===== src/rtl/interrupt_controller.sv =====
// ---------------------------------------------------------------------------
// InterruptController
//
// Purpose: collects NUM_SRC asynchronous interrupt lines, synchronises and
// edge-detects them, latches events as pending, applies per-source and global
// masking, and raises a single locked request (with its vector address) to
// the pipeline hazard control unit. The dispatch is recognised by watching the
// hazard unit's state output; further requests are held off until the handler
// signals return (no nesting).
//
// Ports:
//   clock_i                      system clock, all logic on posedge
//   reset_i                      synchronous active-high reset
//   irq_src_i                    asynchronous level sources, rising edge = event
//   mask_we_i / mask_wdata_i     mask register write strobe / data (1 = enabled)
//   gie_we_i / gie_wdata_i       global enable write strobe / data
//   pend_clr_i                   one-cycle per-bit software clear of pending
//   hcu_state_i                  hazard control unit state (4'h2 = Interrupt)
//   return_i                     handler-return pulse shared with the hazard unit
//   interrupt_o                  registered request to the hazard unit
//   interrupt_vector_address_o   vector of the requested source (0 outside REQ)
//   pending_o                    pending register
//   mask_o                       mask register
//   gie_o                        global interrupt enable
//   in_service_o                 handler currently running
//   active_id_o                  index of the requested or in-service source
// ---------------------------------------------------------------------------
module interrupt_controller #(
  parameter int          NUM_SRC       = 8,
  parameter int          ID_W          = 3,
  parameter logic [13:0] VECTOR_BASE   = 14'h0100,
  parameter int          VECTOR_STRIDE = 4
) (
  input  logic               clock_i,
  input  logic               reset_i,
  input  logic [NUM_SRC-1:0] irq_src_i,
  input  logic               mask_we_i,
  input  logic [NUM_SRC-1:0] mask_wdata_i,
  input  logic               gie_we_i,
  input  logic               gie_wdata_i,
  input  logic [NUM_SRC-1:0] pend_clr_i,
  input  logic [3:0]         hcu_state_i,
  input  logic               return_i,
  output logic               interrupt_o,
  output logic [13:0]        interrupt_vector_address_o,
  output logic [NUM_SRC-1:0] pending_o,
  output logic [NUM_SRC-1:0] mask_o,
  output logic               gie_o,
  output logic               in_service_o,
  output logic [ID_W-1:0]    active_id_o
);

  localparam logic [1:0] ST_IDLE    = 2'd0;
  localparam logic [1:0] ST_REQ     = 2'd1;
  localparam logic [1:0] ST_SERVICE = 2'd2;

  localparam logic [3:0] HCU_INTERRUPT = 4'h2;

  logic [NUM_SRC-1:0] sync1_q, sync2_q, sync3_q;
  logic [NUM_SRC-1:0] pending_q, pending_d;
  logic [NUM_SRC-1:0] mask_q, mask_d;
  logic               gie_q, gie_d;
  logic [1:0]         state_q, state_d;
  logic               interrupt_q, interrupt_d;
  logic               in_service_q, in_service_d;
  logic [ID_W-1:0]    active_id_q, active_id_d;
  logic [13:0]        vector_q, vector_d;

  logic [NUM_SRC-1:0] rise_w;
  logic [NUM_SRC-1:0] eligible_w;
  logic [NUM_SRC-1:0] dispatch_clr_w;
  logic               dispatch_w;
  logic               win_valid_w;
  logic [ID_W-1:0]    win_id_w;

  // Input path: two flops for metastability, a third remembering the previous
  // synchronised level so that only a 0->1 transition counts as an event.
  // Pending, mask and global enable are plain registers with their own update
  // rules computed below.
  always_ff @(posedge clock_i) begin
    if (reset_i) begin
      sync1_q   <= '0;
      sync2_q   <= '0;
      sync3_q   <= '0;
      pending_q <= '0;
      mask_q    <= '0;
      gie_q     <= 1'b0;
    end else begin
      sync1_q   <= irq_src_i;
      sync2_q   <= sync1_q;
      sync3_q   <= sync2_q;
      pending_q <= pending_d;
      mask_q    <= mask_d;
      gie_q     <= gie_d;
    end
  end

  // Pending bookkeeping. A fresh edge is OR-ed in after the clear so a new
  // event arriving in the same cycle as a software or dispatch clear is kept.
  always_comb begin
    rise_w         = sync2_q & ~sync3_q;
    dispatch_w     = (state_q == ST_REQ) && (hcu_state_i == HCU_INTERRUPT);
    dispatch_clr_w = dispatch_w ? (NUM_SRC'(1) << active_id_q) : '0;
    pending_d      = (pending_q & ~(pend_clr_i | dispatch_clr_w)) | rise_w;
    mask_d         = mask_we_i ? mask_wdata_i : mask_q;
    gie_d          = gie_we_i ? gie_wdata_i : gie_q;
  end

  // Fixed-priority arbitration over enabled pending sources: scanning from the
  // top down leaves the lowest set index as the winner.
  always_comb begin
    eligible_w  = gie_q ? (pending_q & mask_q) : '0;
    win_valid_w = |eligible_w;
    win_id_w    = '0;
    for (int i = NUM_SRC - 1; i >= 0; i--) begin
      if (eligible_w[i]) begin
        win_id_w = ID_W'(i);
      end
    end
  end

  // Request FSM. The winner and its vector are captured on entry to REQ and
  // then frozen, so nothing that changes while the hazard unit is deciding can
  // move the request. Leaving REQ only happens on the hazard unit entering its
  // Interrupt state; leaving SERVICE only happens on the handler return.
  always_comb begin
    state_d      = state_q;
    interrupt_d  = interrupt_q;
    in_service_d = in_service_q;
    active_id_d  = active_id_q;
    vector_d     = vector_q;
    case (state_q)
      ST_IDLE: begin
        interrupt_d  = 1'b0;
        in_service_d = 1'b0;
        vector_d     = '0;
        if (win_valid_w) begin
          active_id_d = win_id_w;
          vector_d    = VECTOR_BASE + 14'(win_id_w) * 14'(VECTOR_STRIDE);
          interrupt_d = 1'b1;
          state_d     = ST_REQ;
        end
      end
      ST_REQ: begin
        if (dispatch_w) begin
          interrupt_d  = 1'b0;
          vector_d     = '0;
          in_service_d = 1'b1;
          state_d      = ST_SERVICE;
        end
      end
      ST_SERVICE: begin
        if (return_i) begin
          in_service_d = 1'b0;
          state_d      = ST_IDLE;
        end
      end
      default: begin
        interrupt_d  = 1'b0;
        in_service_d = 1'b0;
        vector_d     = '0;
        state_d      = ST_IDLE;
      end
    endcase
  end

  // FSM and registered outputs. Keeping interrupt and the vector in their own
  // flops means they are glitch-free and stable across the negedge on which
  // the hazard unit updates its state.
  always_ff @(posedge clock_i) begin
    if (reset_i) begin
      state_q      <= ST_IDLE;
      interrupt_q  <= 1'b0;
      in_service_q <= 1'b0;
      active_id_q  <= '0;
      vector_q     <= '0;
    end else begin
      state_q      <= state_d;
      interrupt_q  <= interrupt_d;
      in_service_q <= in_service_d;
      active_id_q  <= active_id_d;
      vector_q     <= vector_d;
    end
  end

  assign interrupt_o                = interrupt_q;
  assign interrupt_vector_address_o = vector_q;
  assign pending_o                  = pending_q;
  assign mask_o                     = mask_q;
  assign gie_o                      = gie_q;
  assign in_service_o               = in_service_q;
  assign active_id_o                = active_id_q;

endmodule


===== config.mk =====
export PLATFORM = sky130hd
export DESIGN_NAME = interrupt_controller
export DESIGN_NICKNAME = d
export VERILOG_FILES = /design/src/rtl/interrupt_controller.sv
export SDC_FILE = /design/constraint.sdc
export NUM_CORES = 1
export LEC_CHECK = 0
export ABC_AREA = 1
export CORE_ASPECT_RATIO = 1.1
export CORE_MARGIN = 1
export CORE_UTILIZATION = 26
export CTS_CLUSTER_SIZE = 28
export DETAILED_ROUTE_END_ITERATION = 6
export GPL_ROUTABILITY_DRIVEN = 0
export PLACE_DENSITY = 0.53
export SYNTH_ARGS = -nofsm -noshare
export SYNTH_HDL_FRONTEND = slang
export SYNTH_SLANG_ARGS = --single-unit

===== constraint.sdc =====
create_clock -name clock_i -period 2.6 [get_ports clock_i]
set_input_delay 0.78 -clock clock_i [delete_from_list [all_inputs] [get_ports clock_i]]
set_output_delay 0.78 -clock clock_i [all_outputs]
set_load 0.05 [all_outputs]

==> results by group, run 1 <==
Worst setup path
  – Top fanout value on the critical path: 7
  – Max incr delay on CP: 0.86 ns
  – WP buf/inv: 1
  – CP max-delay cell: clkdlybuf4s50_1
  – Top Family by Delay on Critical Path: buffers and inverters
  – Critical Path RT: between 1.5 and 2 ns
  – Setup crit end kind: output port
  – Critical Path, Cell by Cell: clkdlybuf4s50_1
  – Kind of start point of the critical path: flip-flop
  – Crit path arrival time: between 1.5 and 2 ns
  – Setup CP Type: reg2out

Global routing
  – Largest net degree at the start of global routing: 36
  – First-pass GRT wire length: roughly 7000 um
  – Via count of the first global-routing pass: about 1.5k
  – Gr usage total: a little under an eighth
  – Total congestion overflow: 0
  – Antenna violations before repair: 0

Finish
  – Final instance area: between 2000 and 3000 sq um
  – # diodes: 0
  – Share of cells above drive strength 1: roughly 9%
  – Area Overhead vs Synth: 38.1%
  – Fill cells: around 800
  – Fin nets: 340
  – Non-filler cells in the finished layout: 394

Clock network
  – # Post-CTS Setup Buffers: 0
  – Cts repair resizes: 0
  – CTS Buffer Depth: 2
  – Clock buffer count from CTS: 5
  – Clock transition at path regs: 0.09 ns
  – Htree depth: 2
  – Clock insertion delay at the later pin of the skew report: around 0.30 ns
  – CTS tree: done
  – Cts hold-fix bufs: 0
  – CTS Root Cell: clkbuf_8
  – Clock Sinks: 51

Drt
  – DRT iter0 DRCs: between 40 and 50
  – TritonRoute pass-1 iters: 4
  – Detailed-route vias per instance: 4.14
  – WL final: between 4000 and 5000 um
  – Post-route ant nets: 0
  – DRC: 0
  – DR WL/cell: 11.0 um
  – Vias: 1630

Pwr
  – P_leak: approximately 1.1 nW
  – Final total power: 1.71 mW
  – Pwr/cell area: between 600 and 700 nW/um^2
  – Max IR drop VDD: ~360 uV

Synth
  – Commonest cells in the synthesized netlist: dfxtp_1, nor2_1, inv_1
  – Post-synth ARST share: 0%
  – Ys flop type: dfxtp_1
  – Register area share after synthesis: ~52%
  – Avg Cell Area, Syn: 7.98 sq um
  – Post-synth top area share: slightly above 50%
  – Seq cells post-synth: 51
  – Count leader, synth: dfxtp_1
  – Synth Area in Simple Gates: between 20% and 30%
  – Synth top area cells: dfxtp_1, nor2_1, inv_1, nand2_1, buf_4
  – Synth Warn #: 0
  – Post-synthesis xor/xnor area fraction: 0%
  – Mapped Area: slightly below 2000 sq um
  – Post-synth EDFFs: 0
  – Synthesized instance count: 248
  – Largest family of logic cells by synthesized area: simple AND/OR/NAND/NOR gates
  – Post-synthesis compound-gate area fraction: a little under an eighth
  – Synth area leader: dfxtp_1
  – Multiplexer share of the synthesized area: 0%
  – Adder-Cell Fraction of Synth Area: 0%
  – Synth unique cells: 27

STA
  – Final setup viols: 0
  – RSZ-0062 raised after global routing: false
  – Final setup margin: roughly 0.20 ns
  – Fin. Hold Viols: 0
  – Final Critical Period: 2.40 ns
  – Crit share post-route: between 90% and 100%
  – TNS Setup: 0 ns
  – Peak Freq: between 400 and 500 MHz
  – Relative max-transition margin: roughly 58%
  – Actual slew at the worst max-slew pin: ~0.63 ns
  – Final setup skew: between 0.005 and 0.006 ns
  – Slew Limit Fails: 0

Floorplanning
  – I/O pins: 70
  – Die Footprint: 7970 sq um
  – Die width: about 85 um
  – Die H: 93.5 um
  – Core area: 7430 sq um
  – Initial core utilization: 26.6%
  – FP Rows: 33

Placed design
  – Port bufs: between 50 and 60
  – Dpl cells: approximately 390
  – Setup WS pre-CTS: roughly 0.42 ns
  – Placed cell area: about 2600 sq um
  – Hpwl dp: between 3000 and 4000 um

Min path
  – Min-Delay Path Class: reg2reg

Job
  – Max-cap violations: 0

Outcome
  – Status: finished clean
[cell families after synthesis]
kind of cell    Yosys count
simple gates            103
compound gates           38
buf+inv                  55
flops                    51
other cells               1
[through the flow]
stage / utilization (%) / hold WS [ns]
detailed placement: 34.9 / 0.393
global placement: 34.9 / 0.390
CTS: 36.8 / 0.397
finish: 36.8 / 0.396
global route: 36.8 / 0.400
floorplan: - / 0.388
[sequential cells by signal, indices dropped and copies added, names as in the netlist]
register / flops
state_q: 2
pending_o: 8
sync3_q: 8
sync2_q: 8
mask_o: 8
active_id_o: 3
interrupt_vector_address_o: 4
gie_o: 1
sync1_q: 8
in_service_o: 1
[cell usage in the layout, fill, tap and decap left out, types with 3 or more instances in the layout]
cell type,count
a21oi_1,8
a31oi_1,6
clkbuf_8,5
clkdlybuf4s50_1,58
conb_1,10
dfxtp_1,51
inv_1,36
nand2_1,25
nand2_2,5
nand3_1,11
nand3_2,5
nor2_1,49
nor2_2,3
o21ai_0,16
o31ai_1,3
[area by class of cell]
cell class	instances	area, sq um	share of cell area, %
Clock inverter	3	67.6	2.47
Tap cell	87	109	3.98
Clock buffer	5	68.8	2.52
Multi-Input combinational cell	151	733	26.8
Timing Repair Buffer	60	596	21.8
Sequential cell	51	1020	37.3
Inverter	37	139	5.08
[metal layers]
| metal | part of all wire (%) | up-vias | global-route usage, % |
|---|---|---|---|
| met5 | 0 | - | 0 |
| met4 | 1.2 | 0 | 3.81 |
| met3 | 7.0 | 5 | 3.88 |
| met2 | 47 | 55 | 19.6 |
| met1 | 45 | 700 | 13.6 |
| li1 | - | 870 | - |
[power breakdown]
group	total, mW	internal, mW	switching (mW)
registers	0.835	0.811	0.0237
logic	0.228	0.0878	0.141
clock network	0.644	0.384	0.261
total	1.71	1.28	0.425
[final timing paths]
kind,from,endpoint,slack [ns],depth (start not counted)
worst max-delay path,active_id_o[2],active_id_o[2],0.20,1
worst min-delay path,sync1_q[4],sync2_q[4],0.40,2
worst max register to register,gie_o,active_id_o[0],1.09,8
worst min register to register,sync1_q[4],sync2_q[4],0.40,2
Power figures use the tool's default switching activity.
==> inputs of run 2 (changes only) <==
--- a/config.mk
+++ b/config.mk
@@ -12,7 +12,8 @@
 export CTS_CLUSTER_SIZE = 28
 export DETAILED_ROUTE_END_ITERATION = 6
 export GPL_ROUTABILITY_DRIVEN = 0
-export PLACE_DENSITY = 0.53
+export PLACE_DENSITY_LB_ADDON = 0.3
+export RECOVER_POWER = 100
 export SYNTH_ARGS = -nofsm -noshare
 export SYNTH_HDL_FRONTEND = slang
 export SYNTH_SLANG_ARGS = --single-unit
==> run 2 against run 1 <==
  * Clock skew increased by 0.0011 ns
  * Sequential power about the same
  * First-iteration DRC count increased by 77%
  * Global-route usage increased by 0.22 points
  * Via count increased by 2.0%
  * Non-clock buffer count increased by 1
  * Final area decreased by 2.1%
  * Critical path type unchanged
  * Largest cell class unchanged
  * Largest power group unchanged
  * Highest routed layer unchanged
==> results by group, run 2 (synthesis results as in run 1) <==
Finish
  – Area Overhead vs Synth: 35.2% (was 38.1%)
  – Most common cell after layout, fill and taps aside: dfxtp_1 (was clkdlybuf4s50_1)
  – Share of cells above drive strength 1: 8.12% (was 9.12%)
  – # diodes: 0 (unchanged)
  – Multi-input gate area: 729 sq um (was 733 sq um)
  – Fin nets: 341 (was 340)
  – Final instance area: 2680 sq um (was 2730 sq um)
  – Most frequent cells in the layout: dfxtp_1, nor2_1, inv_1 (was clkdlybuf4s50_1, dfxtp_1, nor2_1)
  – Fill cells: 797 (was 799)
  – Utilization after layout: 36.0% (was 36.8%)
  – Register Area: 1020 sq um (unchanged)

Floorplanning
  – Core area: 7430 sq um (unchanged)
  – FP Rows: 33 (unchanged)
  – Initial core utilization: 26.6% (unchanged)
  – Die Footprint: 7970 sq um (unchanged)
  – I/O pins: 70 (unchanged)
  – Die width: 85.2 um (unchanged)
  – Die H: 93.5 um (unchanged)

Drt
  – DRC: 0 (unchanged)
  – WL final: 4440 um (was 4330 um)
  – Post-route ant nets: 0 (unchanged)
  – Vias: 1663 (was 1630)
  – Detailed-route vias per instance: 4.21 (was 4.14)
  – DR WL/cell: 11.3 um (was 11.0 um)
  – TritonRoute pass-1 iters: 5 (was 4)
  – DRT iter0 DRCs: 85 (was 48)

Clock network
  – CTS Root Cell: clkbuf_8 (unchanged)
  – Cts hold-fix bufs: 0 (unchanged)
  – CTS Buffer Depth: 2 (unchanged)
  – Clock Sinks: 51 (unchanged)
  – Clock insertion delay at the later pin of the skew report: 0.30 ns (about the same)
  – CTS tree: done (unchanged)
  – Htree depth: 2 (unchanged)
  – Clock transition at path regs: 0.09 ns (about the same)
  – # Post-CTS Setup Buffers: 0 (unchanged)
  – Clock buffer count from CTS: 5 (unchanged)
  – Cts repair resizes: 0 (unchanged)

STA
  – Actual slew at the worst max-slew pin: 0.690 ns (was 0.631 ns)
  – Relative max-transition margin: 54.0% (was 57.9%)
  – Hold_ws: 0.403 ns (was 0.396 ns)
  – RSZ-0062 raised after global routing: false (unchanged)
  – TNS Setup: 0 ns (unchanged)
  – Peak Freq: 409 MHz (was 417 MHz)
  – Final Critical Period: 2.44 ns (was 2.40 ns)
  – Crit share post-route: 94.0% (was 92.2%)
  – Slew Limit Fails: 0 (unchanged)
  – Final setup viols: 0 (unchanged)
  – Fin. Hold Viols: 0 (unchanged)
  – Final setup skew: 0.00704 ns (was 0.00593 ns)
  – Final setup margin: 0.155 ns (was 0.202 ns)

Outcome
  – Status: finished clean (unchanged)

Worst setup path
  – CP max-delay cell: dlygate4sd3_1 (was clkdlybuf4s50_1)
  – Critical Path, Cell by Cell: dlygate4sd3_1 (was clkdlybuf4s50_1)
  – Cell count along the critical path: 1 (unchanged)
  – Top fanout value on the critical path: 6 (was 7)
  – Top Family by Delay on Critical Path: buffers and inverters (unchanged)
  – Max incr delay on CP: 0.91 ns (was 0.86 ns)
  – Critical Path RT: 1.82 ns (about the same)
  – Crit path arrival time: 1.66 ns (was 1.62 ns)
  – R2r worst-path depth: 8 (unchanged)
  – WP buf/inv: 1 (unchanged)
  – Kind of start point of the critical path: flip-flop (unchanged)
  – Setup crit end kind: output port (unchanged)
  – Setup CP Type: reg2out (unchanged)

Placed design
  – Placed cell area: 2610 sq um (was 2600 sq um)
  – Port bufs: 59 (unchanged)
  – Hpwl dp: 3330 um (was 3290 um)
  – Setup WS pre-CTS: 0.421 ns (was 0.420 ns)

Min path
  – Min-Delay Path Class: reg2reg (unchanged)
  – Hold Path Stages: 2 (unchanged)

Global routing
  – First-pass GRT wire length: 7250 um (was 7010 um)
  – Largest net degree at the start of global routing: 36 (unchanged)
  – Total congestion overflow: 0 (unchanged)
  – Antenna violations before repair: 0 (unchanged)
  – Via count of the first global-routing pass: 1561 (was 1523)
  – Gr usage total: 11.8% (was 11.5%)

Job
  – Max-cap violations: 0 (unchanged)

Pwr
  – Pwr/cell area: 557 nW/um^2 (was 625 nW/um^2)
  – P_leak: 1.18 nW (was 1.13 nW)
  – Max IR drop VDD: 235 uV (was 359 uV)
[run 2: cell types whose count changed in the layout (fill, tap and decap cells not counted), sizes merged, moves of 2 or more]
| cell | previous run | this run |
|---|---|---|
| bufinv | 2 | 0 |
| clkbuf | 5 | 9 |
| clkdlybuf4s50 | 58 | 31 |
| dlygate4sd3 | 0 | 27 |
[run 2: area by class of cell]
type,count,area share (%)
Clock buffer,7,2.85
Clock inverter,1,0.187
Inverter,37,5.19
Multi-Input combinational cell,151,27.3
Sequential cell,51,38.1
Tap cell,87,4.07
Timing Repair Buffer,61,22.3
[run 2: path summary, 6_finish.rpt]
kind | from | endpoint | slack (ns)
min reg2reg | sync1_q[3] | sync2_q[3] | 0.40
min | sync1_q[3] | sync2_q[3] | 0.40
max | active_id_o[1] | active_id_o[1] | 0.16
max reg2reg | gie_o | active_id_o[1] | 1.10
[run 2: routing by layer]
layer / track usage, % / routed length (um) / vias to the layer above
met3: 2.74 / 307 / 8
met5: 0 / 0 / -
met2: 20.3 / 2050 / 60
li1: - / - / 871
met1: 14.0 / 2010 / 724
met4: 4.66 / 70 / 0
[run 2: metrics by stage]
step	total power [mW]	std cells
5_1_grt	1.55	395
2_1_floorplan	1.00	257
3_3_place_gp	1.08	387
6_report	1.49	395
4_1_cts	1.51	395
3_5_place_dp	1.08	387
[run 2: report_power, final]
group / switching, mW / internal [mW] / total (mW)
registers: 0.0231 / 0.811 / 0.834
clock network: 0.244 / 0.189 / 0.433
logic: 0.142 / 0.0812 / 0.223
[run 2: worst register-to-register path, delay by kind of cell (launching register included)]
family             cells  cell delay (ns)
AOI/OAI and AO/OA      1             0.12
DFF                    1             0.61
and+or+nand+nor        7             0.70
==> inputs of run 3 (changes only) <==
--- a/config.mk
+++ b/config.mk
@@ -6,8 +6,8 @@
 export NUM_CORES = 1
 export LEC_CHECK = 0
 export ABC_AREA = 1
+export CAP_MARGIN = 20
 export CORE_ASPECT_RATIO = 1.1
-export CORE_MARGIN = 1
 export CORE_UTILIZATION = 26
 export CTS_CLUSTER_SIZE = 28
 export DETAILED_ROUTE_END_ITERATION = 6
==> constraint.sdc (replaced) <==
create_clock -name clock_i -period 2.59 [get_ports clock_i]
set_input_delay 0.777 -clock clock_i [delete_from_list [all_inputs] [get_ports clock_i]]
set_output_delay 0.777 -clock clock_i [all_outputs]
set_load 0.05 [all_outputs]
==> run 3 against run 2 <==
  * First-iteration DRC count fell by 16%
  * Clock-buffer cell count did not move
  * Utilization did not move
  * Critical path depth did not move
  * Hold slack improved by 0.0012 ns
  * Global-route usage barely moved
  * Setup slack got worse by 0.0072 ns
  * Sequential share of layout area did not move
  * Final cell count did not move
  * Sequential power rose by 0.5%
==> results by group, run 3 (synthesis results as in run 1) <==
Outcome
  – Status: finished clean (unchanged)

Worst setup path
  – Crit path arrival time: 1.67 ns (was 1.66 ns)
  – Critical Path RT: 1.81 ns (was 1.82 ns)
  – Critical Path, Cell by Cell: dlygate4sd3_1 (unchanged)
  – Kind of start point of the critical path: flip-flop (unchanged)
  – CP max-delay cell: dlygate4sd3_1 (unchanged)
  – Max incr delay on CP: 0.91 ns (about the same)
  – Setup crit end kind: output port (unchanged)
  – Flop-to-flop setup slack: 1.09 ns (was 1.10 ns)
  – Top Family by Delay on Critical Path: buffers and inverters (unchanged)
  – CP startpoint: active_id_o[1] (unchanged)
  – Worst r2r src: gie_o (unchanged)
  – Top fanout value on the critical path: 6 (unchanged)
  – Setup CP Type: reg2out (unchanged)
  – WP buf/inv: 1 (unchanged)
  – Crit Reg-Reg Endpoint: active_id_o[1] (unchanged)
  – R2r worst-path depth: 8 (unchanged)

Pwr
  – Seq pwr share: 56.3% (was 56.0%)
  – P_leak: 1.18 nW (unchanged)
  – Share of total power in combinational logic: 15.0% (about the same)
  – Pwr/cell area: 556 nW/um^2 (was 557 nW/um^2)
  – Max IR drop VDD: 263 uV (was 235 uV)
  – Pint: 1.09 mW (was 1.08 mW)
  – Final total power: 1.49 mW (about the same)
  – Clk pwr share: 28.7% (was 29.1%)
  – Switching portion of total power: 27.0% (was 27.4%)
  – Switch Pwr: 0.402 mW (was 0.409 mW)

Floorplanning
  – Initial core utilization: 26.6% (unchanged)
  – Die width: 85.2 um (unchanged)
  – I/O pins: 70 (unchanged)
  – Core area: 7430 sq um (unchanged)
  – FP Rows: 33 (unchanged)
  – Die H: 93.5 um (unchanged)
  – Die Footprint: 7970 sq um (unchanged)

STA
  – Relative max-transition margin: 54.2% (was 54.0%)
  – Final setup skew: 0.00256 ns (was 0.00704 ns)
  – Slew Limit Fails: 0 (unchanged)
  – Actual slew at the worst max-slew pin: 0.687 ns (was 0.690 ns)
  – Fin. Hold Viols: 0 (unchanged)
  – Crit share post-route: about 94%
  – RSZ-0062 raised after global routing: false (unchanged)
  – Final Critical Period: 2.44 ns
  – Final setup viols: 0 (unchanged)
  – TNS Setup: 0 ns (unchanged)
  – Peak Freq: between 400 and 500 MHz

Job
  – Max-cap violations: 0 (unchanged)

Drt
  – Post-route ant nets: 0 (unchanged)
  – Vias: 1621 (was 1663)
  – WL final: 4290 um (was 4440 um)
  – TritonRoute pass-1 iters: 4 (was 5)
  – DR WL/cell: 10.9 um (was 11.3 um)
  – DRT iter0 DRCs: 71 (was 85)
  – DRC: 0 (unchanged)
  – Detailed-route vias per instance: 4.10 (was 4.21)

Clock network
  – Cts repair resizes: 0 (unchanged)
  – Clock transition at path regs: 0.08 ns (was 0.09 ns)
  – # Post-CTS Setup Buffers: 0 (unchanged)
  – Clock buffer count from CTS: 5 (unchanged)
  – Cts hold-fix bufs: 0 (unchanged)
  – CTS Root Cell: clkbuf_8 (unchanged)
  – Htree depth: 2 (unchanged)
  – Clock insertion delay at the later pin of the skew report: 0.29 ns (was 0.30 ns)
  – CTS Buffer Depth: 2 (unchanged)
  – CTS tree: done (unchanged)
  – Clock Sinks: 51 (unchanged)

Min path
  – HP Start: sync1_q[7] (was sync1_q[3])
  – Worst Hold Path EP: sync2_q[7] (was sync2_q[3])
  – Min-Delay Path Class: reg2reg (unchanged)
  – Hold Path Stages: 2 (unchanged)

Global routing
  – Total congestion overflow: 0 (unchanged)
  – First-pass GRT wire length: 7160 um (was 7250 um)
  – Largest net degree at the start of global routing: 36 (unchanged)
  – Antenna violations before repair: 0 (unchanged)
  – Gr usage total: 11.7% (was 11.8%)
  – Via count of the first global-routing pass: 1529 (was 1561)

Placed design
  – Placed cell area: 2610 sq um (unchanged)
  – Hpwl dp: 3330 um (about the same)
  – Port bufs: 59 (unchanged)

Finish
  – Most common cell after layout, fill and taps aside: dfxtp_1 (unchanged)
  – Most frequent cells in the layout: dfxtp_1, nor2_1, inv_1 (unchanged)
  – # diodes: 0 (unchanged)
  – Final instance area: 2680 sq um (unchanged)
  – Fin nets: 341 (unchanged)
  – Utilization after layout: 36.0% (unchanged)
  – Area Overhead vs Synth: 35.2% (unchanged)
  – Share of cells above drive strength 1: 8.12% (unchanged)
==> run 3: area by class of cell <==
cell class / instances / area, sq um
fillers: 789 / 4760
flip-flops and latches: 51 / 1020
multi-input cells: 151 / 729
repair buffers: 61 / 597
inverters: 37 / 139
well taps: 87 / 109
clock buffers: 7 / 76.3
clock inverters: 1 / 5.00
==> run 3: power groups by stage <==
stage	sequential, mW	clock, mW	combinational, mW
after global routing	0.843	0.479	0.241
after global placement	0.857	0	0.231
final	0.838	0.427	0.223
after floorplan	0.902	0	0.102
after detailed placement	0.857	0	0.232
after CTS	0.839	0.448	0.232
==> run 3: per-layer routing <==
metal  global-route usage [%]  wire length, um  share of wire [%]
met5                        0                0                  0
met3                     3.80              296                6.9
met4                     3.81               54                1.3
met2                     19.8             2030                 47
met1                     14.1             1910                 44
==> run 3: worst reg2reg max path, stage by stage (launching register included) <==
cell	delay [ns]
dfxtp_1	0.61
nand3_1	0.21
nand2_2	0.12
nor2_2	0.05
nand2_2	0.07
nand2_4	0.08
nor2_2	0.11
nand2_2	0.07
a21oi_1	0.11
==> run 3: metrics by stage <==
step	setup slack (ns)	std cells	hold slack [ns]
2_1_floorplan	0.900	257	0.388
3_3_place_gp	0.447	387	0.389
3_5_place_dp	0.416	387	0.393
4_1_cts	0.203	395	0.405
5_1_grt	0.105	395	0.422
6_report	0.148	395	0.404
==> run 3: worst max path at each step <==
| stage | endpoint | depth (start not counted) |
|---|---|---|
| after CTS | active_id_o[1] | 1 |
| final | active_id_o[1] | 1 |
| after global placement | pending_o[6] | 7 |
| after floorplan | interrupt_vector_address_o[8] | 1 |
| after global routing | active_id_o[1] | 1 |
| after detailed placement | pending_o[6] | 7 |
